$ cat config.mk
export PLATFORM = sky130hd
export DESIGN_NAME = mdc8p_ctrl_out
export DESIGN_NICKNAME = d
export VERILOG_FILES = /design/src/rtl/mdc8p_ctrl_out.sv
export SDC_FILE = /design/constraint.sdc
export NUM_CORES = 1
export LEC_CHECK = 0
export BUFFER_PORTS_ARGS = -buffer_cell sky130_fd_sc_hd__buf_2
export CAP_MARGIN = 20
export CORE_AREA = 2 2 190 192
export DETAILED_ROUTE_END_ITERATION = 8
export DIE_AREA = 0 0 192 194
export PLACE_DENSITY = 0.41
export SKIP_CTS_REPAIR_TIMING = 1
export SYNTH_ARGS = -nofsm -noshare
export SYNTH_HDL_FRONTEND = slang
export SYNTH_SLANG_ARGS = --single-unit
$ cat constraint.sdc
create_clock -name i_clk -period 4.5 [get_ports i_clk]
set_clock_uncertainty 0.2 [all_clocks]
set_input_delay 0 -clock i_clk [delete_from_list [all_inputs] [get_ports i_clk]]
set_output_delay 0 -clock i_clk [all_outputs]
set_load 0.1 [all_outputs]
$ cat src/rtl/mdc8p_ctrl_out.sv
// Output controller for a radix-2 MDC FFT stage: reorders bit-reversed lane pairs
// into natural order through a ping-pong buffer and streams them out over AXI-Stream.
module mdc8p_ctrl_out #(
    parameter int NB = 8
) (
    input  logic            i_clk,
    input  logic            i_rst_n,
    input  logic [NB-1:0]   i_data0_r,
    input  logic [NB-1:0]   i_data0_i,
    input  logic [NB-1:0]   i_data1_r,
    input  logic [NB-1:0]   i_data1_i,
    input  logic            i_valid,
    output logic            m_axis_data_tvalid,
    output logic [2*NB-1:0] m_axis_data_tdata,
    output logic            m_axis_data_tlast,
    input  logic            m_axis_data_tready,
    output logic            o_overflow
);

    localparam int DW = 2 * NB;

    // Two 8-entry banks flattened into one array; address = {bank, sample index}.
    logic [DW-1:0] mem [16];

    logic [1:0] wr_cnt;
    logic       wr_sel;
    logic       wr_drop;
    logic [1:0] full;
    logic       rd_sel;
    logic [2:0] idx;
    logic       overflow_q;

    logic       accept;
    logic       wr_en;
    logic       rd_fire;
    logic [2:0] wr_pair;

    // Input cycle k carries the pair starting at natural index bitrev2(k)*2.
    assign wr_pair = {wr_sel, wr_cnt[0], wr_cnt[1]};

    // The bank decision is taken on the first beat and remembered for the rest of the frame.
    assign accept  = (wr_cnt == 2'd0) ? !full[wr_sel] : !wr_drop;
    assign wr_en   = i_valid && accept;
    assign rd_fire = full[rd_sel] && m_axis_data_tready;

    // NOTE: the sample store has no reset; stale contents are harmless because
    // the full flags gate every read, and a reset-free array maps onto plain RAM.
    always_ff @(posedge i_clk) begin
        if (wr_en) begin
            mem[{wr_pair, 1'b0}] <= {i_data0_r, i_data0_i};
            mem[{wr_pair, 1'b1}] <= {i_data1_r, i_data1_i};
        end
    end

    // NOTE: all state uses non-blocking assignments, so the writer and the reader
    // both see pre-edge flags even when they touch different bits of full on one edge.
    always_ff @(posedge i_clk) begin
        if (!i_rst_n) begin
            wr_cnt     <= 2'd0;
            wr_sel     <= 1'b0;
            wr_drop    <= 1'b0;
            full       <= 2'b00;
            rd_sel     <= 1'b0;
            idx        <= 3'd0;
            overflow_q <= 1'b0;
        end else begin
            overflow_q <= 1'b0;

            if (i_valid) begin
                wr_cnt <= wr_cnt + 2'd1;
                if (wr_cnt == 2'd0) begin
                    wr_drop <= full[wr_sel];
                end
                if (wr_cnt == 2'd3) begin
                    if (accept) begin
                        full[wr_sel] <= 1'b1;
                        wr_sel       <= ~wr_sel;
                    end else begin
                        overflow_q   <= 1'b1;
                    end
                end
            end

            // The writer only ever fills an empty bank and the reader only drains a full one,
            // so the two updates to full never land on the same bit.
            if (rd_fire) begin
                if (idx == 3'd7) begin
                    full[rd_sel] <= 1'b0;
                    rd_sel       <= ~rd_sel;
                    idx          <= 3'd0;
                end else begin
                    idx          <= idx + 3'd1;
                end
            end
        end
    end

    assign m_axis_data_tvalid = full[rd_sel];
    assign m_axis_data_tdata  = full[rd_sel] ? mem[{rd_sel, idx}] : '0;
    assign m_axis_data_tlast  = full[rd_sel] && (idx == 3'd7);
    assign o_overflow         = overflow_q;

endmodule

==> qor.log <==
INFO  route          drt.antenna.violating_nets=0
INFO  min_path       worstHoldPathCells=2
INFO  synthesis      synth-seq-area-share=76.0%
INFO  synthesis      syn_avg_cell_area=19.7squm
INFO  clocking       longest_clk_path_bufs=3
INFO  route          num_vias=5255
INFO  setup_path     cpPeakStageDelay=0.75ns
INFO  route          1st_iter_drt_viols=288
INFO  min_path       min_delay_worst_endpoint=mem[3][6]
INFO  synthesis      synthDistinctLibCells=33
INFO  route          route.met3.wl=710um
INFO  placement      place_ws=1.40ns
INFO  setup_path     start_kind=flop
INFO  grt            globalRouteOverflowTotal=0
INFO  timing         final.setup.worst_slack=1.23ns
INFO  timing         slew_viol_final=0
INFO  timing         setup-violations-final=0
INFO  finish         postLayoutCellArea=12500squm
INFO  power_and_ir_drop power_per_cell_area=412nW/um^2
INFO  route          drc=0
INFO  status         status=completed
INFO  timing         clock.fmax=0.305GHz
INFO  grt            track_usage=12.3%
INFO  placement      dp_hpwl=13500um
INFO  finish         antenna_cells=0
INFO  route          avgRoutedWirePerCell=20.2um
INFO  power_and_ir_drop vdd_ir_drop_max=0.236mV
INFO  setup_path     timing.critical_path.cells=buf_4 -> mux4_2 -> a22oi_1 -> o211ai_1 -> buf_2
INFO  timing         max_slew.worst_pin.slew=1.05ns
INFO  setup_path     setup.worst_path.class=flop to output pin
INFO  floorplanning  coreArea=35200squm
INFO  synthesis      synth.ff_latch_count=267
INFO  synthesis      synth_compound_gate_area_share=3.14%
INFO  clocking       numClockSinks=267
INFO  power_and_ir_drop power.leakage=3.91nW
INFO  floorplanning  initial_core_util=29.5%
INFO  route          route.top_layer_used=met4
INFO  min_path       worst_hold_path_type=primary input to flop
INFO  route          wirelength=22600um
INFO  placement      area_post_placement=11200squm
INFO  floorplanning  ios=55
INFO  setup_path     timing.critical_path.slowest_stage_cell=sky130_fd_sc_hd__dfxtp_2
INFO  setup_path     critical_path.endpoint_type=output pin
INFO  setup_path     r2r_endpoint=mem[12][3]
INFO  synthesis      synth_top_family_by_area=multiplexers
INFO  synthesis      mappedNetlistNets=568
INFO  finish         finish.net_count=676
INFO  flow_run       cap_viol_max_count=0
INFO  grt            initial_antenna_violation_count=0
INFO  timing         timing.max_slew.rel_slack=30.2%
INFO  placement      place.port_buffers=54
INFO  setup_path     worstPathArrival=3.07ns
INFO  synthesis      netlist_area=10400squm
INFO  synthesis      synth_fa_ha_area_share=0.481%
INFO  route          met2RoutedLength=11800um
INFO  timing         setup_total_negative_slack=0ns
INFO  finish         area_growth_syn_to_layout=20.4%
INFO  grt            grt_start_max_net_pins=33
INFO  clocking       h-tree-depth=1
INFO  floorplanning  fp-row-count=69
INFO  synthesis      synth_warnings=0
INFO  grt            grt_pass1_wl=34100um
INFO  clocking       cts-buffers-inserted=28
INFO  route          drt-met1-wl=9670um
INFO  clocking       root_buffer=sky130_fd_sc_hd__clkbuf_16
INFO  placement      gpl.final_weighted_congestion=0.740
INFO  floorplanning  die_y=194um
INFO  setup_path     crit_path_start=idx[1]
INFO  setup_path     worstRegToRegCells=4
INFO  grt            vias_in_the_first_global_route=5491
INFO  min_path       hold_start=i_data1_i[6]
INFO  timing         hold_viol=0
INFO  setup_path     worst_ep_required_time=4.30ns
INFO  setup_path     crit_path_max_fanout=32
INFO  clocking       tritoncts=yes
INFO  setup_path     rrSetupSlack=1.45ns
INFO  route          drt-pass1-iter-count=4
INFO  synthesis      post_synth_mux_area_share=14.1%
INFO  synthesis      yosys.area_share.simple=4.22%
INFO  finish         layout-drive-gt1-share=25.3%
INFO  timing         grt_setup_unrepaired=false
INFO  power_and_ir_drop post-layout-total-power=5.15mW
INFO  floorplanning  chipWidth=192um
INFO  synthesis      count_of_mapped_cells_out_of_synthesis=528
INFO  timing         finalCriticalPeriod=3.27ns
INFO  floorplanning  floorplan_die_area=37200squm
INFO  synthesis      yosys.area_share.xor_xnor=0.168%
INFO  timing         final_min_period_over_clock_period=72.8%
INFO  clocking       insertion_delay=0.53ns
INFO  setup_path     rr_startpoint=wr_sel
INFO  clocking       cts.reportedPaths.clkPinSlew=0.06ns
INFO  route          route.detailed.vias_per_inst=4.70
layout by cell type, fill, tap and decap left out, types with 2 or more instances in the layout:
master,n
sky130_fd_sc_hd__a21oi_1,4
sky130_fd_sc_hd__mux4_2,49
sky130_fd_sc_hd__nor3_2,2
sky130_fd_sc_hd__nand4_1,14
sky130_fd_sc_hd__clkbuf_1,5
sky130_fd_sc_hd__nand3_1,6
sky130_fd_sc_hd__mux2i_1,35
sky130_fd_sc_hd__a22oi_1,2
sky130_fd_sc_hd__nor2b_1,3
sky130_fd_sc_hd__and2_1,2
sky130_fd_sc_hd__a32oi_1,14
sky130_fd_sc_hd__buf_4,11
sky130_fd_sc_hd__o211ai_1,15
sky130_fd_sc_hd__clkinv_1,11
sky130_fd_sc_hd__buf_16,2
sky130_fd_sc_hd__nand2b_1,2
sky130_fd_sc_hd__buf_2,54
sky130_fd_sc_hd__bufinv_16,2
sky130_fd_sc_hd__edfxtp_1,256
sky130_fd_sc_hd__nand2_1,52
sky130_fd_sc_hd__dlygate4sd3_1,37
sky130_fd_sc_hd__ha_1,4
sky130_fd_sc_hd__nor2_4,6
sky130_fd_sc_hd__nor2_1,7
sky130_fd_sc_hd__xnor2_1,2
sky130_fd_sc_hd__clkinv_2,4
sky130_fd_sc_hd__dfxtp_1,9
sky130_fd_sc_hd__clkbuf_16,29
sky130_fd_sc_hd__inv_1,3
through the flow:
| step | std cells | hold slack, ns | utilization [%] |
|---|---|---|---|
| floorplan | 528 | -0.101 | - |
| global placement | 1028 | 0.0732 | 31.9 |
| detailed placement | 1028 | 0.0763 | 31.9 |
| CTS | 1078 | -0.492 | 34.3 |
| global route | 1117 | 0.108 | 35.6 |
| finish | 1117 | 0.0818 | 35.6 |
report_power, final:
part / internal [mW] / switching (mW)
sequential: 2.79 / 0.0160
combinational: 0.0738 / 0.123
clock: 1.28 / 0.878
flip-flops by register name, summed over array words and instances (netlist names):
name,count
full,2
idx,3
mem,256
o_overflow,1
rd_sel,1
wr_cnt,2
wr_drop,1
wr_sel,1
area by class of cell:
cell class	count	area [sq um]
well taps	461	577
flip-flops and latches	267	7910
fillers	3330	22700
multi-input cells	230	2360
repair buffers	105	798
inverters	4	15.0
clock inverters	16	118
clock buffers	34	744
logic make-up after synthesis:
group           after synthesis
compound gates               41
xor+xnor                      2
fa+ha+maj                     4
buf+inv                      31
flops                       267
mux                          85
simple gates                 98
Yosys cell counts:
library cell | n | area share, %
sky130_fd_sc_hd__edfxtp_1 | 256 | 74
sky130_fd_sc_hd__nand2_1 | 52 | 1.9
sky130_fd_sc_hd__mux4_2 | 49 | 11
sky130_fd_sc_hd__mux2i_1 | 35 | 3.4
sky130_fd_sc_hd__o211ai_1 | 15 | 1.1
sky130_fd_sc_hd__a32oi_1 | 14 | 1.2
sky130_fd_sc_hd__nand4_1 | 14 | 0.84
sky130_fd_sc_hd__nor2_1 | 13 | 0.47
sky130_fd_sc_hd__dfxtp_1 | 11 | 2.1
sky130_fd_sc_hd__clkbuf_1 | 9 | 0.32
sky130_fd_sc_hd__buf_2 | 8 | 0.38
sky130_fd_sc_hd__buf_6 | 8 | 0.87
sky130_fd_sc_hd__nand3_1 | 6 | 0.29
sky130_fd_sc_hd__a21oi_1 | 4 | 0.19
sky130_fd_sc_hd__ha_1 | 4 | 0.48
sky130_fd_sc_hd__nor2b_1 | 4 | 0.24
sky130_fd_sc_hd__inv_1 | 3 | 0.11
sky130_fd_sc_hd__nor3_1 | 3 | 0.14
sky130_fd_sc_hd__a22oi_1 | 2 | 0.14
sky130_fd_sc_hd__and2_1 | 2 | 0.12
sky130_fd_sc_hd__buf_4 | 2 | 0.14
sky130_fd_sc_hd__nand2b_1 | 2 | 0.12
sky130_fd_sc_hd__xnor2_1 | 2 | 0.17
sky130_fd_sc_hd__a211oi_4 | 1 | 0.19
sky130_fd_sc_hd__a2bb2oi_1 | 1 | 0.084
sky130_fd_sc_hd__and2_0 | 1 | 0.060
sky130_fd_sc_hd__clkinv_1 | 1 | 0.036
sky130_fd_sc_hd__mux2_4 | 1 | 0.14
sky130_fd_sc_hd__o21ai_0 | 1 | 0.048
sky130_fd_sc_hd__o21ai_1 | 1 | 0.048
sky130_fd_sc_hd__o221a_2 | 1 | 0.11
sky130_fd_sc_hd__o22ai_1 | 1 | 0.060
sky130_fd_sc_hd__or3_1 | 1 | 0.060
routing by layer:
metal | track usage (%) | vias to the layer above
li1 | - | 2373
met3 | 1.70 | 31
met1 | 15.3 | 2764
met5 | 0 | -
met2 | 22.3 | 87
met4 | 3.22 | 0
worst max-delay path, delay by kind of cell, from the launching register on:
kind                   cells  cell delay, ns
multiplexers               1            0.30
AO/OA/AOI/OAI              2            0.40
buffers and inverters      2            1.09
flip-flops                 1            0.75
worst max-delay path by stage:
stage                                end  slack, ns
finish              m_axis_data_tdata[4]       1.23
detailed placement             mem[4][7]       1.40
CTS                 m_axis_data_tdata[4]       1.14
global route        m_axis_data_tdata[4]       1.00
global placement               mem[5][7]       1.51
floorplan                      mem[0][0]       0.47
Power figures use the tool's default switching activity.
